$ cat src/rtl/fns_enc_23_seq.sv
// Sequential FNS encoder for the 23-wire crosstalk-avoidance link.
// Greedy MSB-first compare-and-subtract, one codeword bit per clock.
// codeout is only loaded on entry to DONE, so a half-built word never
// appears on the port.
module fns_enc_23_seq #(
  parameter int CW_W   = 23,
  parameter int DATA_W = 16
) (
  input  logic              clk,
  input  logic              rst_n,
  input  logic              in_valid,
  output logic              in_ready,
  input  logic [DATA_W-1:0] data_in,
  output logic              out_valid,
  input  logic              out_ready,
  output logic [CW_W-1:0]   codeout,
  output logic              out_err
);

  // Remainder width covers the full weight sum (75024 at CW_W=23).
  localparam int LIM_W = (DATA_W > 17) ? DATA_W : 17;
  localparam int CNT_W = $clog2(CW_W);

  localparam logic [1:0] IDLE = 2'd0;
  localparam logic [1:0] RUN  = 2'd1;
  localparam logic [1:0] DONE = 2'd2;

  // w_k = F(k+1): 1, 1, 2, 3, 5, ...
  function automatic logic [LIM_W-1:0] fibw(input int k);
    logic [LIM_W-1:0] a, b, t;
    a = LIM_W'(1);
    b = LIM_W'(1);
    for (int i = 1; i < k; i++) begin
      t = a + b;
      a = b;
      b = t;
    end
    return (k == 0) ? a : b;
  endfunction

  // Inputs at or above F(CW_W+1) cannot be written without adjacent 1s.
  localparam logic [LIM_W-1:0] LIMIT = fibw(CW_W);

  logic [LIM_W-1:0] wtab [CW_W];
  for (genvar g = 0; g < CW_W; g++) begin : g_wt
    assign wtab[g] = fibw(g);
  end

  logic [1:0]       state;
  logic [LIM_W-1:0] rem;
  logic [CNT_W-1:0] cnt;
  logic [CW_W-1:0]  sh;
  logic             take;

  assign take      = (rem >= wtab[cnt]);
  assign in_ready  = (state == IDLE);
  assign out_valid = (state == DONE);

  // Control FSM plus shadow-codeword datapath.
  always_ff @(posedge clk or negedge rst_n) begin
    if (!rst_n) begin
      state   <= IDLE;
      rem     <= '0;
      cnt     <= '0;
      sh      <= '0;
      codeout <= '0;
      out_err <= 1'b0;
    end else begin
      case (state)
        IDLE: begin
          if (in_valid) begin
            rem     <= LIM_W'(data_in);
            out_err <= (LIM_W'(data_in) >= LIMIT);
            sh      <= '0;
            cnt     <= CNT_W'(CW_W - 1);
            state   <= RUN;
          end
        end
        RUN: begin
          sh[cnt] <= take;
          if (take) rem <= rem - wtab[cnt];
          if (cnt == '0) begin
            // Bit 0 is decided this cycle, so splice it in directly.
            codeout <= {sh[CW_W-1:1], take};
            state   <= DONE;
          end else begin
            cnt <= cnt - CNT_W'(1);
          end
        end
        DONE: begin
          if (out_ready) state <= IDLE;
        end
        default: state <= IDLE;
      endcase
    end
  end

endmodule

$ cat config.mk
export PLATFORM = sky130hd
export DESIGN_NAME = fns_enc_23_seq
export DESIGN_NICKNAME = d
export VERILOG_FILES = /design/src/rtl/fns_enc_23_seq.sv
export SDC_FILE = /design/constraint.sdc
export NUM_CORES = 1
export LEC_CHECK = 0
export BUFFER_PORTS_ARGS = -buffer_cell sky130_fd_sc_hd__clkbuf_2
export CAP_MARGIN = 20
export CORE_MARGIN = 4
export CORE_UTILIZATION = 55
export CTS_CLUSTER_DIAMETER = 30
export DETAILED_ROUTE_END_ITERATION = 7
export GPL_TIMING_DRIVEN = 0
export PLACE_DENSITY = 0.82
export SLEW_MARGIN = 20
export SYNTH_ARGS = -nofsm -noshare
export SYNTH_HDL_FRONTEND = slang
export SYNTH_SLANG_ARGS = --single-unit
$ cat constraint.sdc
create_clock -name clk -period 9.3 [get_ports clk]
set_input_delay 0.93 -clock clk [delete_from_list [all_inputs] [get_ports clk]]
set_output_delay 0.93 -clock clk [all_outputs]
set_load 0.01 [all_outputs]
==> impl_metrics.env, run 1 <==
export IMPL_outcome="finished clean"
export IMPL_finalSetupViolCount=0
export IMPL_rsz0062_at_grt="no"
export IMPL_final_hold_violation_count=0
export IMPL_register_area_um2=1750
export IMPL_syn_avg_cell_area_um2=9.74
export IMPL_timing_rr_start="cnt[0]"
export IMPL_grt_pass1_wl_mm=18.4
export IMPL_insertion_delay_ns=0.35
export IMPL_synth_area_leaders="dfrtp_1, ha_1, mux2_2, nand3_1, o21ai_0"
export IMPL_critPathArrivalTime_ns=4.16
export IMPL_ys_ff_latch=70
export IMPL_drt_wl_total_mm=11.1
export IMPL_multi_input_area_um2=2510
export IMPL_instances_no_fill=625
export IMPL_h_tree_depth=3
export IMPL_dp_cells=609
export IMPL_clockBufferDepth=2
export IMPL_cp_num_buf_inv=3
export IMPL_cp_slowest_cell="dfrtp_1"
export IMPL_cap_violations=0
export IMPL_port_buffers=45
export IMPL_fin_crit_sh_pct=42.3
export IMPL_critPathTopFamily="compound AO/OA/AOI/OAI gates"
export IMPL_crit_end="rem[14]"
export IMPL_dpl_hpwl_mm=8.27
export IMPL_startpoint="cnt[0]"
export IMPL_ant_nets=0
export IMPL_startpoint_type="flip-flop"
export IMPL_yosys_area_top_type="dfrtp_1"
export IMPL_worstMarginPinSlew_ns=0.658
export IMPL_grt_overflow_total=0
export IMPL_syn_inst=461
export IMPL_r2r_cells=14
export IMPL_synthDistinctLibCells=64
export IMPL_fillerInstances=664
export IMPL_rows=32
export IMPL_n_antenna_cell=0
export IMPL_antenna_found_initial=0
export IMPL_cp_required_ns=9.53
export IMPL_ys_warn_count=0
export IMPL_max_freq_ghz=0.254
export IMPL_fin_tns_setup_ns=0
export IMPL_ys_seq_area_share_pct=39.0
export IMPL_gp_congestion=0.937
export IMPL_worstSetupPathType="reg2reg"
export IMPL_syn_num_nets=511
export IMPL_critPathMaxFanout=10
export IMPL_drtIter0Drc=314
export IMPL_drive_gt1_share_pct=23.5
export IMPL_routedWlPerCell_um=17.8
export IMPL_io_pins=46
export IMPL_path_cells="inv_1 > ha_1 > clkbuf_1 > a22o_1 > a221oi_1 > ha_1 > inv_1 > fa_1 > a21o_2 > a311o_1 > a21oi_1 > o21ai_0 > xnor2_1 > mux2i_1"
export IMPL_die_h_um=98.3
export IMPL_syn_area_um2=4490
export IMPL_start_util_pct=57.2
export IMPL_drc=0
export IMPL_dr_pass1_iters=6
export IMPL_fp_dieW_um=98.3
export IMPL_cts_setup_buffers=0
export IMPL_clkTransAtPathRegs_ns=0.08
export IMPL_slew_headroom_pct=56.1
export IMPL_core_area_um2=7850
export IMPL_yosys_area_top_type_share_pct=39.0
export IMPL_viasPerCell=6.08
export IMPL_ctsHoldBuffers=0
export IMPL_nNetsFinal=568
export IMPL_ctsResizeCount=0
export IMPL_numClockSinks=70
export IMPL_reg2reg_slack_ns=5.37
export IMPL_grt_usage_pct=23.4
export IMPL_min_period_ns=3.93
export IMPL_async_flop_share_pct=100
export IMPL_grt_max_degree=39
export IMPL_vias=3799
export IMPL_cts_tree="done"
export IMPL_slowest_delay_ns=0.52
export IMPL_synth_edf_count=0
export IMPL_die_area_um2=9670
export IMPL_cts_root_buf="clkbuf_8"
export IMPL_endpoint_kind="flip-flop"
export IMPL_cp_num_cells=14
export IMPL_slew_violations=0
export IMPL_regToRegEndpoint="rem[14]"
export IMPL_grt_pass1_vias=3687
export IMPL_cts_inserted_buffers=9
export IMPL_synth_flop_cell="dfrtp_1"
export IMPL_skew_ns=0.0112
export IMPL_area_growth_pct=12.4
export IMPL_worst_hold_path_type="reg2reg"
[cell usage after synthesis, types with 10 or more instances]
| master | n |
|---|---|
| nand2_1 | 37 |
| mux2_2 | 22 |
| o21ai_0 | 36 |
| clkbuf_1 | 13 |
| a211oi_1 | 10 |
| nand3_1 | 36 |
| a21oi_1 | 16 |
| nor2_1 | 30 |
| ha_1 | 29 |
| dfrtp_1 | 70 |
| nor3_1 | 19 |
[registers in the layout, summed over array words and instances (netlist names)]
register and flops:
out_err 1, cnt 5, state 2, codeout 23, rem 17, sh 22
[final cells by class]
| class | count | share of cell area [%] |
|---|---|---|
| Multi-Input combinational cell | 348 | 49.8 |
| Buffer | 33 | 3.67 |
| Clock buffer | 10 | 2.73 |
| Clock inverter | 6 | 0.893 |
| Tap cell | 102 | 2.53 |
| Inverter | 10 | 0.744 |
| Sequential cell | 70 | 34.7 |
| Timing Repair Buffer | 46 | 4.91 |
[worst register-to-register path, stage by stage, from the launching register on]
cell and delay [ns]:
dfrtp_1 0.52, inv_1 0.21, ha_1 0.26, clkbuf_1 0.27, a22o_1 0.26, a221oi_1 0.28
ha_1 0.22, inv_1 0.05, fa_1 0.42, a21o_2 0.23, a311o_1 0.38, a21oi_1 0.26
o21ai_0 0.18, xnor2_1 0.16, mux2i_1 0.09
[worst min path at each step]
stage	start	endpoint	cells after the start
final	out_err	out_err	2
after CTS	out_err	out_err	2
after detailed placement	codeout[0]	codeout[0]	2
after global placement	codeout[0]	codeout[0]	2
after floorplan	sh[17]	sh[17]	2
after global routing	codeout[21]	codeout[21]	1
[cells in the final DEF, fill, tap and decap left out, types with 9 or more instances in the layout]
master    instances
mux2_2           22
ha_1             29
dfrtp_1          70
buf_2             9
xor2_1            9
nor2_1           30
nor3_1           19
a211oi_1         10
o211ai_1          9
clkbuf_2         45
nand3_1          36
o21ai_0          36
clkbuf_8         10
inv_1             9
a21oi_1          16
clkbuf_1         13
nand2_1          37
[routing by layer]
layer	up-vias	share of wire [%]	global-route usage [%]
met1	1805	43	31.9
li1	1805	-	-
met5	-	0	0
met4	0	2.3	6.93
met3	27	6.8	4.29
met2	162	48	38.2
[metrics by stage]
stage	cell area [um2]	hold WS [ns]	util, %	worst slack [ns]
after floorplan	4490	0.464	-	6.08
after global placement	4840	0.466	61.7	5.56
after detailed placement	4860	0.479	62.0	5.45
after CTS	5050	0.498	64.3	5.43
after global routing	5050	0.529	64.3	5.16
final	5050	0.493	64.3	5.37
[cells by family after synthesis]
kind of cell | Yosys count | synth area share, %
buf+inv | 43 | 4.96
mux | 30 | 7.58
flops | 70 | 39.0
simple gates | 152 | 17.5
fa+ha+maj | 30 | 8.53
xor+xnor | 15 | 2.93
compound gates | 121 | 19.4
Power of run 1 is left out: the tool's default activity adds up to more than one toggle a clock period on the data nets, which glitch-free logic cannot reach.
==> run 2, diff against run 1 <==
--- a/config.mk
+++ b/config.mk
@@ -5,6 +5,7 @@
 export SDC_FILE = /design/constraint.sdc
 export NUM_CORES = 1
 export LEC_CHECK = 0
+export ABC_AREA = 1
 export BUFFER_PORTS_ARGS = -buffer_cell sky130_fd_sc_hd__clkbuf_2
 export CAP_MARGIN = 20
 export CORE_MARGIN = 4
==> constraint.sdc (replaced) <==
create_clock -name clk -period 4 [get_ports clk]
set_input_delay 0.4 -clock clk [delete_from_list [all_inputs] [get_ports clk]]
set_output_delay 0.4 -clock clk [all_outputs]
set_load 0.01 [all_outputs]
==> impl_metrics.env, run 2 <==
export IMPL_outcome="finished clean"
export IMPL_io_pins=46
export IMPL_rows=33
export IMPL_synth_edf_count=0
export IMPL_cp_required_ns=4.25
export IMPL_final_hold_violation_count=0
export IMPL_dr_pass1_iters=5
export IMPL_area_growth_pct=12.9
export IMPL_drtIter0Drc=295
export IMPL_grt_overflow_total=0
export IMPL_fp_dieW_um=99.5
export IMPL_final_common_cell="nand2_1"
export IMPL_drc=0
export IMPL_worstSetupPathType="reg2reg"
export IMPL_ys_seq_area_share_pct=38.0
export IMPL_n_antenna_cell=0
export IMPL_cp_num_buf_inv=4
export IMPL_h_tree_depth=3
export IMPL_slew_violations=0
export IMPL_routedWlPerCell_um=14.1
export IMPL_cts_inserted_buffers=9
export IMPL_grt_pass1_wl_mm=19.4
export IMPL_start_util_pct=56.3
export IMPL_antenna_found_initial=0
export IMPL_final_area_um2=5200
export IMPL_grt_usage_pct=24.7
export IMPL_skew_ns=0.00740
export IMPL_hold_ws_ns=0.218
export IMPL_fin_tns_setup_ns=0
export IMPL_synth_area_leaders="dfrtp_1, nand2_1, ha_1, nand3_1, inv_1"
export IMPL_endpoint_kind="flip-flop"
export IMPL_syn_area_um2=4600
export IMPL_min_period_ns=3.65
export IMPL_core_area_um2=8180
export IMPL_async_flop_share_pct=100
export IMPL_finalSetupViolCount=0
export IMPL_top_regs="codeout (23), sh (22), rem (17)"
export IMPL_gp_congestion=1.00
export IMPL_die_h_um=99.5
export IMPL_cp_common_cell="nand2_1"
export IMPL_worstMarginPinSlew_ns=0.674
export IMPL_dpl_hpwl_mm=9.12
export IMPL_nNetsFinal=771
export IMPL_place_area_um2=4990
export IMPL_yosys_area_top_type_share_pct=38.0
export IMPL_syn_inst=663
export IMPL_grt_max_degree=51
export IMPL_synth_flop_cell="dfrtp_1"
export IMPL_clkTransAtPathRegs_ns=0.08
export IMPL_numClockSinks=70
export IMPL_insertion_delay_ns=0.36
export IMPL_ant_nets=0
export IMPL_drt_wl_total_mm=11.7
export IMPL_largest_reg_flops=23
export IMPL_worst_hold_path_type="in2reg"
export IMPL_ys_ff_latch=70
export IMPL_final_cell_mix="nand2_1, inv_1, dfrtp_1, nand3_1, clkbuf_2"
export IMPL_critPathTopFamily="simple AND/OR/NAND/NOR gates"
export IMPL_synthDistinctLibCells=41
export IMPL_slowest_delay_ns=0.48
export IMPL_cap_violations=0
export IMPL_viasPerCell=5.26
export IMPL_ys_warn_count=0
export IMPL_die_area_um2=9900
export IMPL_vias=4368
export IMPL_drive_gt1_share_pct=13.6
export IMPL_synth_most_common_cell="nand2_1"
export IMPL_fillerInstances=754
export IMPL_port_buffers=45
export IMPL_max_freq_ghz=0.274
export IMPL_cts_setup_buffers=0
export IMPL_rsz0062_at_grt="no"
export IMPL_fin_crit_sh_pct=91.2
export IMPL_slew_headroom_pct=55.0
export IMPL_syn_avg_cell_area_um2=6.94
export IMPL_cp_slowest_cell="clkbuf_1"
export IMPL_cts_tree="done"
export IMPL_yosys_area_top_type="dfrtp_1"
export IMPL_path_cells="buf_2 > inv_1 > clkbuf_1 > ha_1 > nand2_1 > o221ai_1 > ha_1 > nand2_2 > nor2_1 > nand2_1 > nand3_2 > nand2_2 > nand2_2 > nand2_1 > nand2_2 > nand2_4 > nand2_4 > buf_8 > nand2_1 > nand2_1"
export IMPL_cts_root_buf="clkbuf_8"
export IMPL_critPathArrivalTime_ns=3.90
export IMPL_regMostFlops="codeout"
export IMPL_critPathMaxFanout=12
export IMPL_startpoint_type="flip-flop"
export IMPL_grt_pass1_vias=4101
export IMPL_clockBufferDepth=2
export IMPL_syn_num_nets=713
export IMPL_ys_top_cells_by_count="nand2_1, inv_1, dfrtp_1"
## run 2: cell types whose count changed after synthesis, moves of 8 or more
cell	before	now
inv_1	9	79
nand3_1	36	62
xor2_1	9	1
clkbuf_1	13	5
mux2_2	22	0
nor3_1	19	2
nand2_1	37	260
nor2_1	30	38
## run 2: worst reg2reg max path, stage by stage, from the launching register on
cell	delay (ns)
dfrtp_1	0.42
buf_2	0.20
inv_1	0.12
clkbuf_1	0.48
ha_1	0.35
nand2_1	0.07
o221ai_1	0.31
ha_1	0.44
nand2_2	0.09
nor2_1	0.05
nand2_1	0.06
nand3_2	0.10
nand2_2	0.10
nand2_2	0.05
nand2_1	0.07
nand2_2	0.09
nand2_4	0.14
nand2_4	0.12
buf_8	0.18
nand2_1	0.06
nand2_1	0.05
## run 2: what timing repair did
action	CTS	global route
hold endpoints to repair	20	0
gates resized for setup	0	0
hold buffers	1	0
## run 2: area by class of cell
type	instances	area [um2]	share of cell area, %
Buffer	20	100	1.92
Sequential cell	70	1750	33.7
Clock inverter	6	71.3	1.37
Clock buffer	10	128	2.45
Timing Repair Buffer	47	265	5.10
Inverter	82	308	5.92
Multi-Input combinational cell	491	2440	47.0
Tap cell	105	131	2.53
## run 2: logic make-up after synthesis
| logic type | count (synthesis) | synth area share, % |
|---|---|---|
| AND/OR/NAND/NOR | 389 | 35.7 |
| buffers and inverters | 102 | 8.86 |
| flip-flops | 70 | 38.0 |
| AO/OA/AOI/OAI | 69 | 8.53 |
| adder cells (fa/ha/maj) | 30 | 8.32 |
| XOR/XNOR | 3 | 0.571 |
## run 2: metal layers
metal	up-vias	track usage, %	wire length (um)
met3	29	5.68	758
met5	-	0	0
met1	1978	33.6	5310
met4	0	6.83	259
li1	2207	-	-
met2	154	39.8	5400
## run 2: path summary, 6_finish.rpt
check / start / to / slack, ns / cells past startpoint
worst min-delay path: out_ready / state[1] / 0.22 / 2
max in group asynchronous: rst_n / cnt[1] / 2.96 / 3
worst max register to register: cnt[2] / rem[14] / 0.35 / 20
worst max-delay path: cnt[2] / rem[14] / 0.35 / 20
min in group asynchronous: rst_n / codeout[14] / 0.49 / 2
worst min register to register: codeout[19] / codeout[19] / 0.47 / 2
## run 2: stage by stage
stage	setup WS, ns	cells	util [%]
2_1_floorplan	1.19	663	-
3_3_place_gp	0.484	813	60.7
3_5_place_dp	0.421	814	61.0
4_1_cts	0.407	831	63.6
5_1_grt	0.129	831	63.6
6_report	0.352	831	63.6
Power of run 2 is left out for the same reason.
==> run 3, diff against run 2 <==
--- a/config.mk
+++ b/config.mk
@@ -8,12 +8,14 @@
 export ABC_AREA = 1
 export BUFFER_PORTS_ARGS = -buffer_cell sky130_fd_sc_hd__clkbuf_2
 export CAP_MARGIN = 20
+export CELL_PAD_IN_SITES_DETAIL_PLACEMENT = 1
+export CELL_PAD_IN_SITES_GLOBAL_PLACEMENT = 1
 export CORE_MARGIN = 4
-export CORE_UTILIZATION = 55
+export CORE_UTILIZATION = 43
 export CTS_CLUSTER_DIAMETER = 30
 export DETAILED_ROUTE_END_ITERATION = 7
 export GPL_TIMING_DRIVEN = 0
-export PLACE_DENSITY = 0.82
+export PLACE_DENSITY = 0.87
 export SLEW_MARGIN = 20
 export SYNTH_ARGS = -nofsm -noshare
 export SYNTH_HDL_FRONTEND = slang
==> impl_metrics.env, run 3 (synthesized netlist as in run 2, its figures left out) <==
export IMPL_gp_congestion=0.868
export IMPL_min_period_ns=3.66
export IMPL_place_area_um2=5030
export IMPL_worstMarginPinSlew_ns=0.653
export IMPL_final_hold_violation_count=0
export IMPL_critPathMaxFanout=12
export IMPL_ctsResizeCount=0
export IMPL_final_common_cell="nand2_1"
export IMPL_cts_setup_buffers=0
export IMPL_dr_pass1_iters=4
export IMPL_final_area_um2=5240
export IMPL_fp_dieW_um=111
export IMPL_max_freq_ghz=0.273
export IMPL_top_regs="codeout (23), sh (22), rem (17)"
export IMPL_h_tree_depth=3
export IMPL_rows=37
export IMPL_cap_violations=0
export IMPL_finalSetupViolCount=0
export IMPL_viasPerCell=5.24
export IMPL_outcome="finished clean"
export IMPL_worst_hold_path_type="in2reg"
export IMPL_vias=4517
export IMPL_endpoint_kind="flip-flop"
export IMPL_reg2reg_slack_ns=0.34
export IMPL_nNetsFinal=771
export IMPL_grt_pass1_wl_mm=24.3
export IMPL_critPathArrivalTime_ns=3.91
export IMPL_cp_required_ns=4.25
export IMPL_ant_nets=0
export IMPL_fin_tns_setup_ns=0
export IMPL_hold_depth=2
export IMPL_drc=0
export IMPL_port_buffers=45
export IMPL_fillerInstances=1433
export IMPL_drtIter0Drc=184
export IMPL_clkTransAtPathRegs_ns=0.08
export IMPL_drive_gt1_share_pct=13.6
export IMPL_core_area_um2=10400
export IMPL_fin_crit_sh_pct=91.5
export IMPL_start_util_pct=44.4
export IMPL_regMostFlops="codeout"
export IMPL_ctsHoldBuffers=1
export IMPL_cts_inserted_buffers=9
export IMPL_skew_ns=0.0118
export IMPL_cts_tree="done"
export IMPL_grt_overflow_total=0
export IMPL_largest_reg_flops=23
export IMPL_grt_max_degree=48
export IMPL_io_pins=46
export IMPL_dpl_hpwl_mm=11.6
export IMPL_dp_cells=845
export IMPL_slew_headroom_pct=56.5
export IMPL_instances_no_fill=862
export IMPL_slew_violations=0
export IMPL_n_antenna_cell=0
export IMPL_cts_root_buf="clkbuf_8"
export IMPL_antenna_found_initial=0
export IMPL_clockBufferDepth=2
export IMPL_startpoint_type="flip-flop"
export IMPL_final_cell_mix="nand2_1, inv_1, dfrtp_1, nand3_1, clkbuf_2"
export IMPL_area_growth_pct=13.8
export IMPL_die_h_um=111
export IMPL_die_area_um2=12400
export IMPL_insertion_delay_ns=0.36
export IMPL_grt_usage_pct=24.2
export IMPL_rsz0062_at_grt="no"
export IMPL_r2r_cells=20
export IMPL_grt_pass1_vias=4814
export IMPL_worstSetupPathType="reg2reg"
export IMPL_routedWlPerCell_um=16.9
export IMPL_drt_wl_total_mm=14.6
export IMPL_numClockSinks=70
[run 3: cell types whose count changed in the layout (fill, tap and decap cells not counted)]
cell      change
clkinv_2      +1
clkbuf_8      +1
inv_6         -1
clkinv_4      -1
[run 3: final timing paths]
kind | endpoint | start
max | rem[8] | cnt[2]
min | state[1] | out_ready
max reg2reg | rem[8] | cnt[2]
min reg2reg | codeout[22] | codeout[22]
max in group asynchronous | cnt[2] | rst_n
min in group asynchronous | rem[16] | rst_n
[run 3: metrics by stage]
step | utilization [%] | setup WS, ns | hold WS (ns)
2_1_floorplan | - | 1.19 | 0.104
3_3_place_gp | 48.2 | 0.427 | 0.453
3_5_place_dp | 48.5 | 0.389 | 0.366
4_1_cts | 50.5 | 0.352 | 0.260
5_1_grt | 50.5 | 0.0473 | 0.269
6_report | 50.5 | 0.339 | 0.261
[run 3: area by class of cell]
cell class | instances | area, um2 | share of cell area [%]
well taps | 136 | 170 | 3.25
flip-flops and latches | 70 | 1750 | 33.4
clock inverters | 5 | 58.8 | 1.12
repair buffers | 47 | 265 | 5.06
inverters | 82 | 308 | 5.87
multi-input cells | 491 | 2440 | 46.7
clock buffers | 11 | 141 | 2.70
plain buffers | 20 | 100 | 1.91
[run 3: layer usage]
layer / vias to the layer above / part of all wire (%) / routed length, um / track usage [%]
met5: - / 0 / 0 / 0
met4: 0 / 1.8 / 260 / 6.24
met3: 23 / 2.8 / 407 / 3.80
met2: 72 / 51 / 7490 / 44.4
met1: 2223 / 44 / 6410 / 29.4
li1: 2199 / - / - / -
[run 3: critical path: stages (launching register included)]
cell	delay, ns
dfrtp_1	0.42
buf_2	0.21
inv_1	0.12
clkbuf_1	0.44
ha_1	0.34
nand2_1	0.07
o221ai_1	0.28
ha_1	0.42
nand2_2	0.09
nor2_1	0.05
nand2_1	0.07
nand3_2	0.12
nand2_2	0.10
nand2_2	0.05
nand2_1	0.07
nand2_2	0.08
nand2_4	0.15
nand2_4	0.14
buf_8	0.20
nand2_1	0.07
nand2_1	0.05
Power of run 3 is left out for the same reason.
